==> src/rtl/seg_scroll_mux.sv <==
// seg_scroll_mux: scrolling NDIG-character buffer, time-multiplexed onto a
// common-anode display (active-low anodes and segments) with per-slot blanking.
`default_nettype none

module seg_scroll_mux #(
  parameter int NDIG      = 4,
  parameter int SCAN_DIV  = 50000,
  parameter int BLANK_CYC = 2
) (
  input  logic            ck,
  input  logic            rs,
  input  logic [7:0]      seg_in,
  input  logic            seg_valid,
  input  logic            clr,
  output logic [7:0]      seg,
  output logic [NDIG-1:0] an
);

  localparam int DW = (SCAN_DIV > 1) ? $clog2(SCAN_DIV) : 1;
  localparam int IW = (NDIG > 1) ? $clog2(NDIG) : 1;
  localparam logic [DW-1:0] C_DIV_LAST = DW'(SCAN_DIV - 1);
  localparam logic [DW-1:0] C_BLANK    = DW'(BLANK_CYC);
  localparam logic [IW-1:0] C_IDX_LAST = IW'(NDIG - 1);

  logic [DW-1:0]   div_cnt_q, div_cnt_d;
  logic [IW-1:0]   dig_idx_q, dig_idx_d;
  logic [7:0]      buf_q [NDIG];
  logic [7:0]      buf_d [NDIG];
  logic [7:0]      seg_q, seg_d;
  logic [NDIG-1:0] an_q, an_d;

  always_comb begin
    div_cnt_d = div_cnt_q + DW'(1);
    dig_idx_d = dig_idx_q;
    if (div_cnt_q == C_DIV_LAST) begin
      div_cnt_d = '0;
      dig_idx_d = (dig_idx_q == C_IDX_LAST) ? '0 : dig_idx_q + IW'(1);
    end
  end

  // clr beats seg_valid; the strobed code is dropped in that case.
  always_comb begin
    for (int k = 0; k < NDIG; k++) buf_d[k] = buf_q[k];
    if (clr) begin
      for (int k = 0; k < NDIG; k++) buf_d[k] = 8'hFF;
    end else if (seg_valid) begin
      buf_d[0] = seg_in;
      for (int k = 1; k < NDIG; k++) buf_d[k] = buf_q[k-1];
    end
  end

  // Outputs are built from pre-edge state, so a same-cycle write shows next cycle.
  always_comb begin
    an_d  = '1;
    seg_d = 8'hFF;
    if (div_cnt_q >= C_BLANK) begin
      an_d[dig_idx_q] = 1'b0;
      seg_d           = buf_q[dig_idx_q];
    end
  end

  always_ff @(posedge ck) begin
    if (!rs) begin
      div_cnt_q <= '0;
      dig_idx_q <= '0;
      seg_q     <= 8'hFF;
      an_q      <= '1;
      for (int k = 0; k < NDIG; k++) buf_q[k] <= 8'hFF;
    end else begin
      div_cnt_q <= div_cnt_d;
      dig_idx_q <= dig_idx_d;
      seg_q     <= seg_d;
      an_q      <= an_d;
      for (int k = 0; k < NDIG; k++) buf_q[k] <= buf_d[k];
    end
  end

  assign seg = seg_q;
  assign an  = an_q;

endmodule

`default_nettype wire

==> config.mk <==
export PLATFORM = sky130hd
export DESIGN_NAME = seg_scroll_mux
export DESIGN_NICKNAME = d
export VERILOG_FILES = /design/src/rtl/seg_scroll_mux.sv
export SDC_FILE = /design/constraint.sdc
export NUM_CORES = 1
export LEC_CHECK = 0
export ABC_AREA = 1
export CORE_AREA = 2 2 83 65
export DETAILED_ROUTE_END_ITERATION = 7
export DIE_AREA = 0 0 85 67
export GPL_TIMING_DRIVEN = 0
export PLACE_DENSITY = 0.77
export SLEW_MARGIN = 15
export SYNTH_ARGS = -nofsm -noshare
export SYNTH_HDL_FRONTEND = slang
export SYNTH_SLANG_ARGS = --single-unit
==> constraint.sdc <==
create_clock -name ck -period 1.7 [get_ports ck]
set_input_delay 0.51 -clock ck [delete_from_list [all_inputs] [get_ports ck]]
set_output_delay 0.51 -clock ck [all_outputs]
set_load 0.02 [all_outputs]
Word-level counts from Yosys, hierarchy flattened
Memories as Yosys holds them, arrays and structs flattened. A register that Yosys moved wholly into a read port is not among the register bits.
Cells that the tools add are included.
- bits in registers: 22
- bits in writable memories: 32
- bits of input ports: 12
- output and inout bits: 12
- logic and storage cells: 34
- memories kept: 1
- memory list (memory ; depth ; bits a word ; read ports ; clocked after memory_dff ; wr ports ; RTL line ; source):
    buf_q ; 4 ; 8 ; 4 ; 1 ; 4 ; 27 ; logic [7:0] buf_q [NDIG];
- add/sub/neg operators: 2
- magnitude comparators: 3
- eq/ne operators: 3
- mux-type cells: 11
- bitwise gates (word level): 6
- reductions and logical operators: 5
- operators by type and width (operator ; number):
    2-to-1 mux 32 bit ; 2
    2-to-1 mux 8 bit ; 4
    adder 16 x 1 -> 16 bit, second input constant ; 1
    equality test 16 bit, second input constant ; 1
    greater-or-equal comparator 16 x 2 -> 1 bit, second input constant ; 1
    inverter 4 bit ; 1
    OR 1 bit ; 4
    AND reduction 2 bit ; 2
    < comparator 2 x 3 -> 1 bit, second input constant ; 1
    2-to-1 mux 1 bit ; 3
    adder 2 x 1 -> 2 bit, second input constant ; 1
    demux 1 bit (select 2 bit) ; 1
    equality test 2 bit, second input constant ; 1
    greater-or-equal comparator 2 x 1 -> 1 bit, second input constant ; 1
    2-to-1 mux 2 bit ; 1
    != test 2 bit, second input constant ; 1
    OR reduction 2 bit ; 1
    logical AND 1 bit ; 1
    logical NOT 1 bit ; 1
    inverter 1 bit ; 1

Longest topological paths before layout
Gate-level depths: netlist of the first run.
- word-level depth: 5
- mapped depth: 9
- depth with buffers taken out: 8

Worst setup path after synthesis of the first run
Ideal clock, no wire load.
- kind: input port to flip-flop
- from: in rs
- to: mem buf_q[3][0] (enable)
- setup time: 0.324 ns
- arrival: 1.236 ns
- required time: 1.376 ns
- slack: 0.139 ns
- stages: 5
- buffers on the path: 2
- path through: buf_2 -> nand2_2 -> nor2_1 -> buf_2 -> inv_1
- RTL lines (item ; RTL line ; source):
    start: declaration ; 11 ; input logic rs,
    end: declaration ; 27 ;

==> flow_summary_export.csv, run 1 <==
group,metric,value,unit
status,outcome,"complete, no violations",
critical_path,worst_setup_path_start_kind,"input pin",
power,power_density,989,nW/um2
critical_path,worst-setup-path-type,"in -> reg",
synthesis,syn_nets,364,
cts,cts_buffer_depth,2,
die,die_h,67,um
finish,synthToLayoutAreaGrowth,19.6,%
route,ant_nets,0,
synthesis,synth_area_leaders,"dfxtp_1 40%, edfxtp_1 8.9%, nand2_1 7.5%",
die,num_rows,22,
cts,cts.sinks,62,
die,dieArea,5700,um2
finish,drive_above_1_share,0.112,
route,wire_per_inst,12.6,um
power,p_clk_frac,0.478,
timing,final_max_slew_viol_count,0,
placed_design,gp_congestion,0.893,
timing,period_share,0.939,
power,share_comb_of_total_power,0.048,
synthesis,synthFlopType,"dfxtp_1",
timing,final_hold_viol_count,0,
timing,timing.hold.ws,0.465,ns
power,internal_power,0.00253,W
synthesis,yosysSeqAreaShare,0.489,
synthesis,syn_area,2700,um2
synthesis,synth_seq_cells,62,
critical_path,crit_slowest_cell,"clkdlybuf4s50_1",
die,dieWidth,85,um
timing,fin_skew,0.00848,ns
global_routing,overflow,0,
placed_design,post-dp-hpwl,3.93,mm
critical_path,worst_setup_path_end_kind,"flip-flop",
route,avgViaCountPerCell,5.26,
synthesis,synth_edf_count,8,
critical_path,crit_required,1.75,ns
cts,cts_buffers,9,
critical_path,cp_top_family,"buffers and inverters",
global_routing,grt_max_degree,12,
cts,cts_tree,"done",
synthesis,synth_warnings,0,
timing,relSlewSlack,0.739,
route,drc,0,
die,core,4820,um2
cts,clockRootBuffer,"clkbuf_8",
die,pin_count,24,
critical_path,critPathMaxFanout,10,
critical_path,critical_path.cell_chain,"clkdlybuf4s50_1 -> inv_1 -> nand2_2 -> nor2_2 -> buf_4 -> clkinvlp_4",
critical_path,max_stage_delay,0.39,ns
synthesis,synth_top_area_frac,0.400,
die,start_util,0.561,
synthesis,avgSynthCellArea,7.81,um2
placed_design,dpl_cell_area,2990,um2
timing,setup_viol,0,
global_routing,first_global_vias,1989,
route,wirelength,5.61,mm
cts,insertion_delay,0.34,ns
power,switching_share,0.209,
synthesis,syn-instance-count,346,
power,ir_drop,0.000931,V
timing,max_freq,627,MHz
timing,fin_crit,1.60,ns
cts,clk_pin_slew,0.07,ns
finish,final_util,0.671,
synthesis,synth_top_area_cell,"dfxtp_1",
timing,tightest_slew,0.392,ns
power,leakagePower,1.39,nW
critical_path,worstPathArrival,1.65,ns
critical_path,worstPathBufferInverterCount,4,
finish,final_nets,397,
worst_hold_path,worstHoldPathType,"in -> reg",
synthesis,async_flop_share,0,
finish,antenna_cells,0,
placed_design,port_buffers,21,
cts,cts-htree-levels,3,
route,vias,2334,
route,drtPass1Iterations,4,
route,drt-initial-drc-count,207,
global_routing,track_usage,0.223,
finish,final_cell_area,3230,um2
global_routing,grt_pass1_wl,9.62,mm
power,power.switching,0.000668,W
synthesis,synth_cell_type_count,26,
run,cap_violations,0,
power,sequentialPowerShare,0.473,
global_routing,antenna_found_initial,0,
## what timing repair did
action                     CTS  global route
setup endpoints to repair   13            22
gates resized for setup     13             7
buffers inserted             0             1
hold buffers                 0             0
pin swaps                    0             1
## cell usage after synthesis (2+ instances only)
cell type / number
clkbuf_1: 4
nor3_1: 4
ha_1: 6
dfxtp_1: 54
nor2_2: 2
nand3_1: 28
nand4_1: 7
nand2_2: 3
inv_2: 2
nand2_1: 54
xnor2_1: 2
o21ai_0: 21
buf_2: 10
a22oi_1: 16
inv_1: 49
nor2_1: 36
a21oi_1: 32
edfxtp_1: 8
## sequential cells by signal (all words and copies together), names as in the netlist
signal,flops
an,4
div_cnt_q,16
buf_q,32
seg,8
dig_idx_q,2
## metal layers
metal | GRT usage | wire, um
met2 | 0.313 | 2240
met1 | 0.319 | 2870
met3 | 0.0706 | 436
met5 | 0 | 0
met4 | 0.0774 | 63
## final cells by class
type,count,area [um2]
Multi-Input combinational cell,217,1110
Tap cell,60,75.1
Timing Repair Buffer,22,203
Fill cell,411,1590
Sequential cell,62,1320
Clock inverter,7,113
Inverter,52,203
Buffer,15,85.1
Clock buffer,9,124
## metrics by stage
stage / total power, W / instances / TNS (ns) / setup WS, ns
5_1_grt: 0.00331 / 444 / -0.00426 / -0.00426
6_report: 0.00320 / 444 / 0 / 0.104
3_5_place_dp: 0.00170 / 427 / -6.00 / -0.344
3_3_place_gp: 0.00170 / 427 / -5.88 / -0.335
4_1_cts: 0.00322 / 443 / 0 / 0.0164
2_1_floorplan: 0.00164 / 346 / 0 / 0.139
## worst paths after layout
kind / from / endpoint / slack (ns) / cells after the start
worst min-delay path: rs / an[2] / 0.47 / 2
worst max-delay path: clr / buf_q[3][5] / 0.10 / 6
worst min register to register: buf_q[0][1] / buf_q[1][1] / 0.47 / 2
worst max register to register: dig_idx_q[0] / dig_idx_q[1] / 0.14 / 8
## power by group through the flow
stage / Combinational (W) / Clock [W] / Sequential, W
floorplan: 0.0000912 / 0 / 0.00155
global placement: 0.000154 / 0 / 0.00154
detailed placement: 0.000156 / 0 / 0.00155
CTS: 0.000153 / 0.00155 / 0.00151
global route: 0.000175 / 0.00162 / 0.00151
finish: 0.000155 / 0.00153 / 0.00151
## cells by family (layout without fill, tap and decap cells)
family,Yosys count,count (layout),share of synthesized area
fa+ha+maj,6,6,0.0278
simple gates,138,138,0.226
flops,62,62,0.489
xor+xnor,3,3,0.00972
buf+inv,67,105,0.102
compound gates,70,70,0.145
## cell usage in the layout (no fill, tap or decap), types with 2 or more instances in the layout
cell | netlist | final
nor2_1 | 36 | 35
clkbuf_1 | 4 | 2
clkbuf_2 | 0 | 2
a21oi_1 | 32 | 32
nand2_2 | 3 | 3
xnor2_1 | 2 | 2
nand3_1 | 28 | 28
clkinvlp_4 | 0 | 2
nand4_1 | 7 | 7
clkbuf_8 | 0 | 9
edfxtp_1 | 8 | 8
nand2_1 | 54 | 54
clkdlybuf4s50_1 | 0 | 9
ha_1 | 6 | 6
bufinv_16 | 0 | 3
buf_4 | 0 | 2
o21ai_0 | 21 | 21
inv_1 | 49 | 48
inv_2 | 2 | 2
dlygate4sd2_1 | 0 | 12
buf_2 | 10 | 9
nor2_2 | 2 | 3
a22oi_1 | 16 | 16
clkinv_2 | 0 | 2
nor3_1 | 4 | 4
dfxtp_1 | 54 | 54
(Power assumes the default switching activity.)
==> run 2: changes to the inputs <==
--- a/config.mk
+++ b/config.mk
@@ -5,12 +5,11 @@
 export SDC_FILE = /design/constraint.sdc
 export NUM_CORES = 1
 export LEC_CHECK = 0
-export ABC_AREA = 1
-export CORE_AREA = 2 2 83 65
+export CORE_AREA = 2 2 80 63
 export DETAILED_ROUTE_END_ITERATION = 7
-export DIE_AREA = 0 0 85 67
+export DIE_AREA = 0 0 82 65
 export GPL_TIMING_DRIVEN = 0
-export PLACE_DENSITY = 0.77
+export PLACE_DENSITY = 0.76
 export SLEW_MARGIN = 15
 export SYNTH_ARGS = -nofsm -noshare
 export SYNTH_HDL_FRONTEND = slang
==> run 2 against run 1 <==
Against the previous run:
- register-to-register slack worse by 0.08 ns
- wire length is 17% lower
- critical path depth is 2 lower
- combinational power is 5% lower
- clock-buffer cell count is 3 higher
- first-iteration DRC count is 39% lower
==> flow_summary_export.csv, run 2 <==
group,metric,value,unit
status,outcome,"complete, no violations",
finish,stdcell_count,310,
timing,tightest_slew,0.533,ns
synthesis,synth_warnings,0,
critical_path,r2r_slack,0.06,ns
die,dieArea,5330,um2
die,dieWidth,82,um
synthesis,syn_area,2430,um2
global_routing,track_usage,0.200,
cts,cts.sinks,62,
die,pin_count,24,
die,die_h,65,um
timing,relSlewSlack,0.645,
die,core,4620,um2
critical_path,r2r-end,"dig_idx_q[0]",
synthesis,syn-instance-count,207,
power,ir_drop,0.000754,V
route,vias,1706,
route,ant_nets,0,
global_routing,first_global_vias,1654,
worst_hold_path,hold_end,"div_cnt_q[0]",
cts,clk_pin_slew,0.06,ns
placed_design,gp_congestion,0.839,
critical_path,worstPathBufferInverterCount,2,
worst_hold_path,min_from,"div_cnt_q[0]",
synthesis,synth.top_cells.by_count,"54 x dfxtp_1, 24 x o22a_1, 21 x nor2_1",
power,power_density,991,nW/um2
power,power.total,0.00299,W
critical_path,worst_setup_path_end_kind,"flip-flop",
cts,cts-htree-levels,3,
synthesis,synth_edf_count,8,
synthesis,synth_top_area_cell,"dfxtp_1",
timing,max_freq,607,MHz
synthesis,yosysMostFrequentCell,"dfxtp_1",
cts,cts_buffers,9,
global_routing,grt_pass1_wl,7.69,mm
critical_path,critical_path.cell_chain,"clkdlybuf4s50_1 -> or3b_4 -> clkbuf_2 -> o22a_1",
critical_path,worst-setup-path-type,"in -> reg",
cts,insertion_delay,0.34,ns
critical_path,critPathMaxFanout,10,
cts,clockRootBuffer,"clkbuf_8",
finish,synthToLayoutAreaGrowth,24.1,%
route,wirelength,4.65,mm
power,leakagePower,0.960,nW
critical_path,crit_required,1.92,ns
route,drtPass1Iterations,4,
run,cap_violations,0,
die,num_rows,22,
synthesis,synth_top_area_frac,0.446,
cts,cts_buffer_depth,2,
synthesis,async_flop_share,0,
finish,regMostFlops,"buf_q",
placed_design,port_buffers,23,
synthesis,yosysSeqAreaShare,0.545,
critical_path,cp_top_family,"buffers and inverters",
global_routing,grt_max_degree,18,
timing,setup_viol,0,
critical_path,worstPathArrival,1.87,ns
finish,largest_register_ffs,32,
synthesis,synthFlopType,"dfxtp_1",
finish,fillers,370,
global_routing,overflow,0,
route,wire_per_inst,15.0,um
finish,layout_commonest_cell,"dfxtp_1",
timing,fin_crit,1.65,ns
synthesis,synth_cell_type_count,30,
synthesis,syn_nets,225,
route,drt-initial-drc-count,126,
placed_design,place_inst,290,
cts,cts_tree,"done",
synthesis,avgSynthCellArea,11.7,um2
synthesis,synth_area_leaders,"dfxtp_1 45%, edfxtp_1 9.9%, o22a_1 8.7%",
timing,final_max_slew_viol_count,0,
route,avgViaCountPerCell,5.50,
timing,rsz0062_at_grt,"true",
finish,antenna_cells,0,
finish,final_cell_mix,"50 x dfxtp_1, 24 x o22a_1, 21 x nor2_1",
timing,period_share,0.969,
critical_path,crit_slowest_cell,"or3b_4",
finish,drive_above_1_share,0.224,
route,drc,0,
synthesis,synth_seq_cells,62,
timing,fin_skew,0.00585,ns
finish,final_nets,263,
placed_design,post-dp-hpwl,3.02,mm
critical_path,r2r_cells,5,
timing,final_hold_viol_count,0,
worst_hold_path,min_path_cells,1,
die,start_util,0.525,
worst_hold_path,worstHoldPathType,"reg -> reg",
critical_path,rr_startpoint,"div_cnt_q[5]",
critical_path,max_stage_delay,0.46,ns
global_routing,antenna_found_initial,0,
critical_path,worst_setup_path_start_kind,"input pin",
==> run 2: cell types whose count changed in the layout (fill, tap and decap cells not counted), sizes merged, moves of 16 or more <==
cell,change
inv,-44
a21oi,-32
o21ai,-21
nor2,-18
o22a,+24
nand2,-51
a22oi,-16
nand3,-22
==> run 2: stage by stage <==
step                hold WS [ns]  cell area [um2]  utilization  setup WS, ns  TNS (ns)
floorplan                  0.441             2430            -       0.00615         0
global placement           0.460             2730        0.591        -0.939    -36.20
detailed placement         0.472             2730        0.591        -0.934    -35.63
CTS                        0.447             2980        0.645       -0.0370    -0.141
global route               0.468             3010        0.651      -0.00151  -0.00203
finish                     0.458             3010        0.651        0.0526         0
==> run 2: what timing repair did <==
item,CTS,global route
endpoints found under the setup margin,74,32
pin swaps,5,1
gates resized for setup,25,10
hold endpoints to repair,0,0
setup buffers,5,1
hold buffers,0,0
==> run 2: final cells by class <==
class,instances,area (um2),area share
multi-input combinational,128,1050,0.348
inverter,6,22.5,0.00748
clock inverter,4,43.8,0.0145
timing repair buffer,29,260,0.0864
clock buffer,12,165,0.0548
sequential,62,1330,0.441
buffer,9,67.6,0.0224
tap,60,75.1,0.0249
==> run 2: how the worst max path moves through the flow <==
stage	start	end	slack, ns	cells after the start
CTS	div_cnt_q[7]	dig_idx_q[0]	-0.04	5
global route	div_cnt_q[0]	seg[4]	-0.002	7
finish	seg_valid	buf_q[2][7]	0.05	4
global placement	rs	buf_q[1][3]	-0.94	5
floorplan	seg_valid	buf_q[0][0]	0.006	4
detailed placement	rs	buf_q[1][6]	-0.93	5
==> run 2: logic make-up (layout without fill, tap and decap cells) <==
kind of cell               count (synthesis)  after routing  synth area share
adders and majority gates                  6              6            0.0309
DFF                                       62             62             0.545
muxes                                     10             10            0.0825
and+or+nand+nor                           73             73             0.167
xor gates and xnor gates                  14             14            0.0505
buffers and inverters                     17             60            0.0335
AOI/OAI and AO/OA                         25             25            0.0908
==> run 2: report_power, final <==
group	switching (W)	internal (W)
clock network	0.000532	0.000786
registers	0.0000183	0.00150
logic	0.0000702	0.0000781
total	0.000620	0.00237
==> run 2: worst reg2reg max path, cell delays in order, from the launching register on <==
cell and delay, ns:
dfxtp_1 0.36, or3_4 0.43, nor4_4 0.32, buf_4 0.17, mux2i_1 0.20, nor2b_1 0.06
==> run 2: routing by layer <==
layer  up-vias  track usage  part of all wire
li1        815            -                 -
met1       833        0.258              0.45
met2        51        0.289              0.45
met3         7       0.0780             0.074
met4         0        0.100             0.021
met5         -            0                 0
==> run 3: changes to the inputs <==
--- a/config.mk
+++ b/config.mk
@@ -10,6 +10,7 @@
 export DIE_AREA = 0 0 82 65
 export GPL_TIMING_DRIVEN = 0
 export PLACE_DENSITY = 0.76
+export SETUP_SLACK_MARGIN = 0.4
 export SLEW_MARGIN = 15
 export SYNTH_ARGS = -nofsm -noshare
 export SYNTH_HDL_FRONTEND = slang
==> run 3 against run 2 <==
Against the previous run:
- the run now ends with negative setup slack left
- first-iteration DRC count increased by 3.2%
- via count is 3.2% higher
- combinational power grew 37%
- wire length rose by 16%
- sequential cell count did not move
- non-clock buffer count increased by 9
- clock-buffer cell count stayed put
- die area unchanged
==> flow_summary_export.csv, run 3 (synthesis results as in run 2) <==
group,metric,value,unit
route,wirelength,5.42,mm
die,core,4620,um2
global_routing,grt_max_degree,11,
timing,timing.hold.ws,0.433,ns
placed_design,port_buffers,23,
timing,rsz0062_at_grt,"true",
critical_path,worst_setup_path_start_kind,"flip-flop",
finish,layout_commonest_cell,"dfxtp_1",
route,drc,0,
timing,relSlewSlack,0.686,
global_routing,grt_pass1_wl,8.22,mm
global_routing,antenna_found_initial,0,
timing,max_freq,584,MHz
route,drtPass1Iterations,4,
critical_path,r2r_cells,5,
die,start_util,0.525,
placed_design,place_inst,290,
route,avgViaCountPerCell,5.52,
global_routing,track_usage,0.220,
cts,hold_buffers,0,
route,wire_per_inst,17.0,um
timing,tightest_slew,0.471,ns
timing,period_share,1.01,
power,ir_drop,0.000726,V
placed_design,gp_congestion,0.786,
route,vias,1761,
die,dieWidth,82,um
cts,cts_buffer_depth,2,
status,outcome,"finished, violations left",
cts,clk_pin_slew,0.07,ns
finish,antenna_cells,0,
cts,cts-htree-levels,3,
route,drt-initial-drc-count,130,
status,violations,"negative setup slack",
critical_path,worst_setup_path_end_kind,"flip-flop",
critical_path,crit_required,1.98,ns
finish,fillers,332,
finish,final_util,0.708,
finish,regMostFlops,"buf_q",
cts,insertion_delay,0.34,ns
die,dieArea,5330,um2
power,leakagePower,1.11,nW
run,cap_violations,0,
cts,cts.sinks,62,
worst_hold_path,worstHoldPathType,"in -> reg",
cts,cts_buffers,9,
finish,synthToLayoutAreaGrowth,35.0,%
critical_path,critPathMaxFanout,5,
timing,fin_crit,1.71,ns
die,die_h,65,um
power,power.total,0.00314,W
timing,final_hold_viol_count,0,
power,power_density,958,nW/um2
critical_path,worst-setup-path-type,"reg -> reg",
global_routing,overflow,0,
worst_hold_path,min_path_cells,2,
die,num_rows,22,
timing,fin_skew,0.00553,ns
timing,final_max_slew_viol_count,0,
placed_design,post-dp-hpwl,3.04,mm
finish,stdcell_count,319,
die,pin_count,24,
finish,final_cell_mix,"38 x dfxtp_1, 24 x o22a_1, 16 x nor2_1, 16 x dfxtp_2, 14 x buf_6",
cts,cts_tree,"done",
cts,clockRootBuffer,"clkbuf_8",
global_routing,first_global_vias,1648,
finish,largest_register_ffs,32,
route,ant_nets,0,
critical_path,worstPathArrival,1.99,ns
timing,setup_viol,3,
finish,drive_above_1_share,0.386,
finish,final_nets,272,
timing,timing.final.ws_setup,-0.0122,ns
run 3: per-stage QoR:
stage	area, um2	TNS [ns]	setup WS, ns
after global routing	3270	-0.712	-0.0693
after floorplan	2510	0	0.0314
final	3270	-0.0263	-0.0122
after CTS	3160	0	0.0173
after global placement	2820	-22.70	-0.580
after detailed placement	2820	-22.66	-0.599
run 3: critical path, cell delays in order (launching register included):
cell       delay (ns)
dfxtp_2          0.32
or4_4            0.55
buf_4            0.16
o31a_4           0.38
clkbuf_16        0.17
nand2b_1         0.07
run 3: cell type report:
class / count / area [um2] / area share
Buffer: 11 / 129 / 0.0394
Clock buffer: 12 / 145 / 0.0443
Clock inverter: 4 / 70.1 / 0.0214
Inverter: 6 / 22.5 / 0.00688
Multi-Input combinational cell: 128 / 1110 / 0.340
Sequential cell: 62 / 1340 / 0.410
Tap cell: 60 / 75.1 / 0.0229
Timing Repair Buffer: 36 / 377 / 0.115
run 3: metal layers:
layer | track usage | vias to the layer above | share of wire
met5 | 0 | - | 0
met4 | 0.0875 | 0 | 0.014
met3 | 0.0933 | 7 | 0.049
met2 | 0.315 | 41 | 0.47
met1 | 0.292 | 877 | 0.46
li1 | - | 836 | -
run 3: path summary, 6_finish.rpt:
check	start	slack (ns)	to
worst max register to register	div_cnt_q[11]	-0.01	seg[7]
worst min-delay path	rs	0.43	dig_idx_q[1]
worst max-delay path	div_cnt_q[11]	-0.01	seg[7]
worst min register to register	div_cnt_q[0]	0.45	div_cnt_q[0]
run 3: what timing repair did:
action | CTS | global route
gates cloned | 2 | 1
pin swaps | 7 | 4
gates resized for setup | 105 | 16
setup buffers | 6 | 4
setup endpoints to repair | 81 | 46
run 3: report_power, final:
part	internal (W)	leakage (nW)	total [W]	switching, W
clock network	0.000861	0.110	0.00141	0.000554
registers	0.00150	0.495	0.00152	0.0000186
logic	0.000115	0.503	0.000203	0.0000882
total	0.00248	1.11	0.00314	0.000660
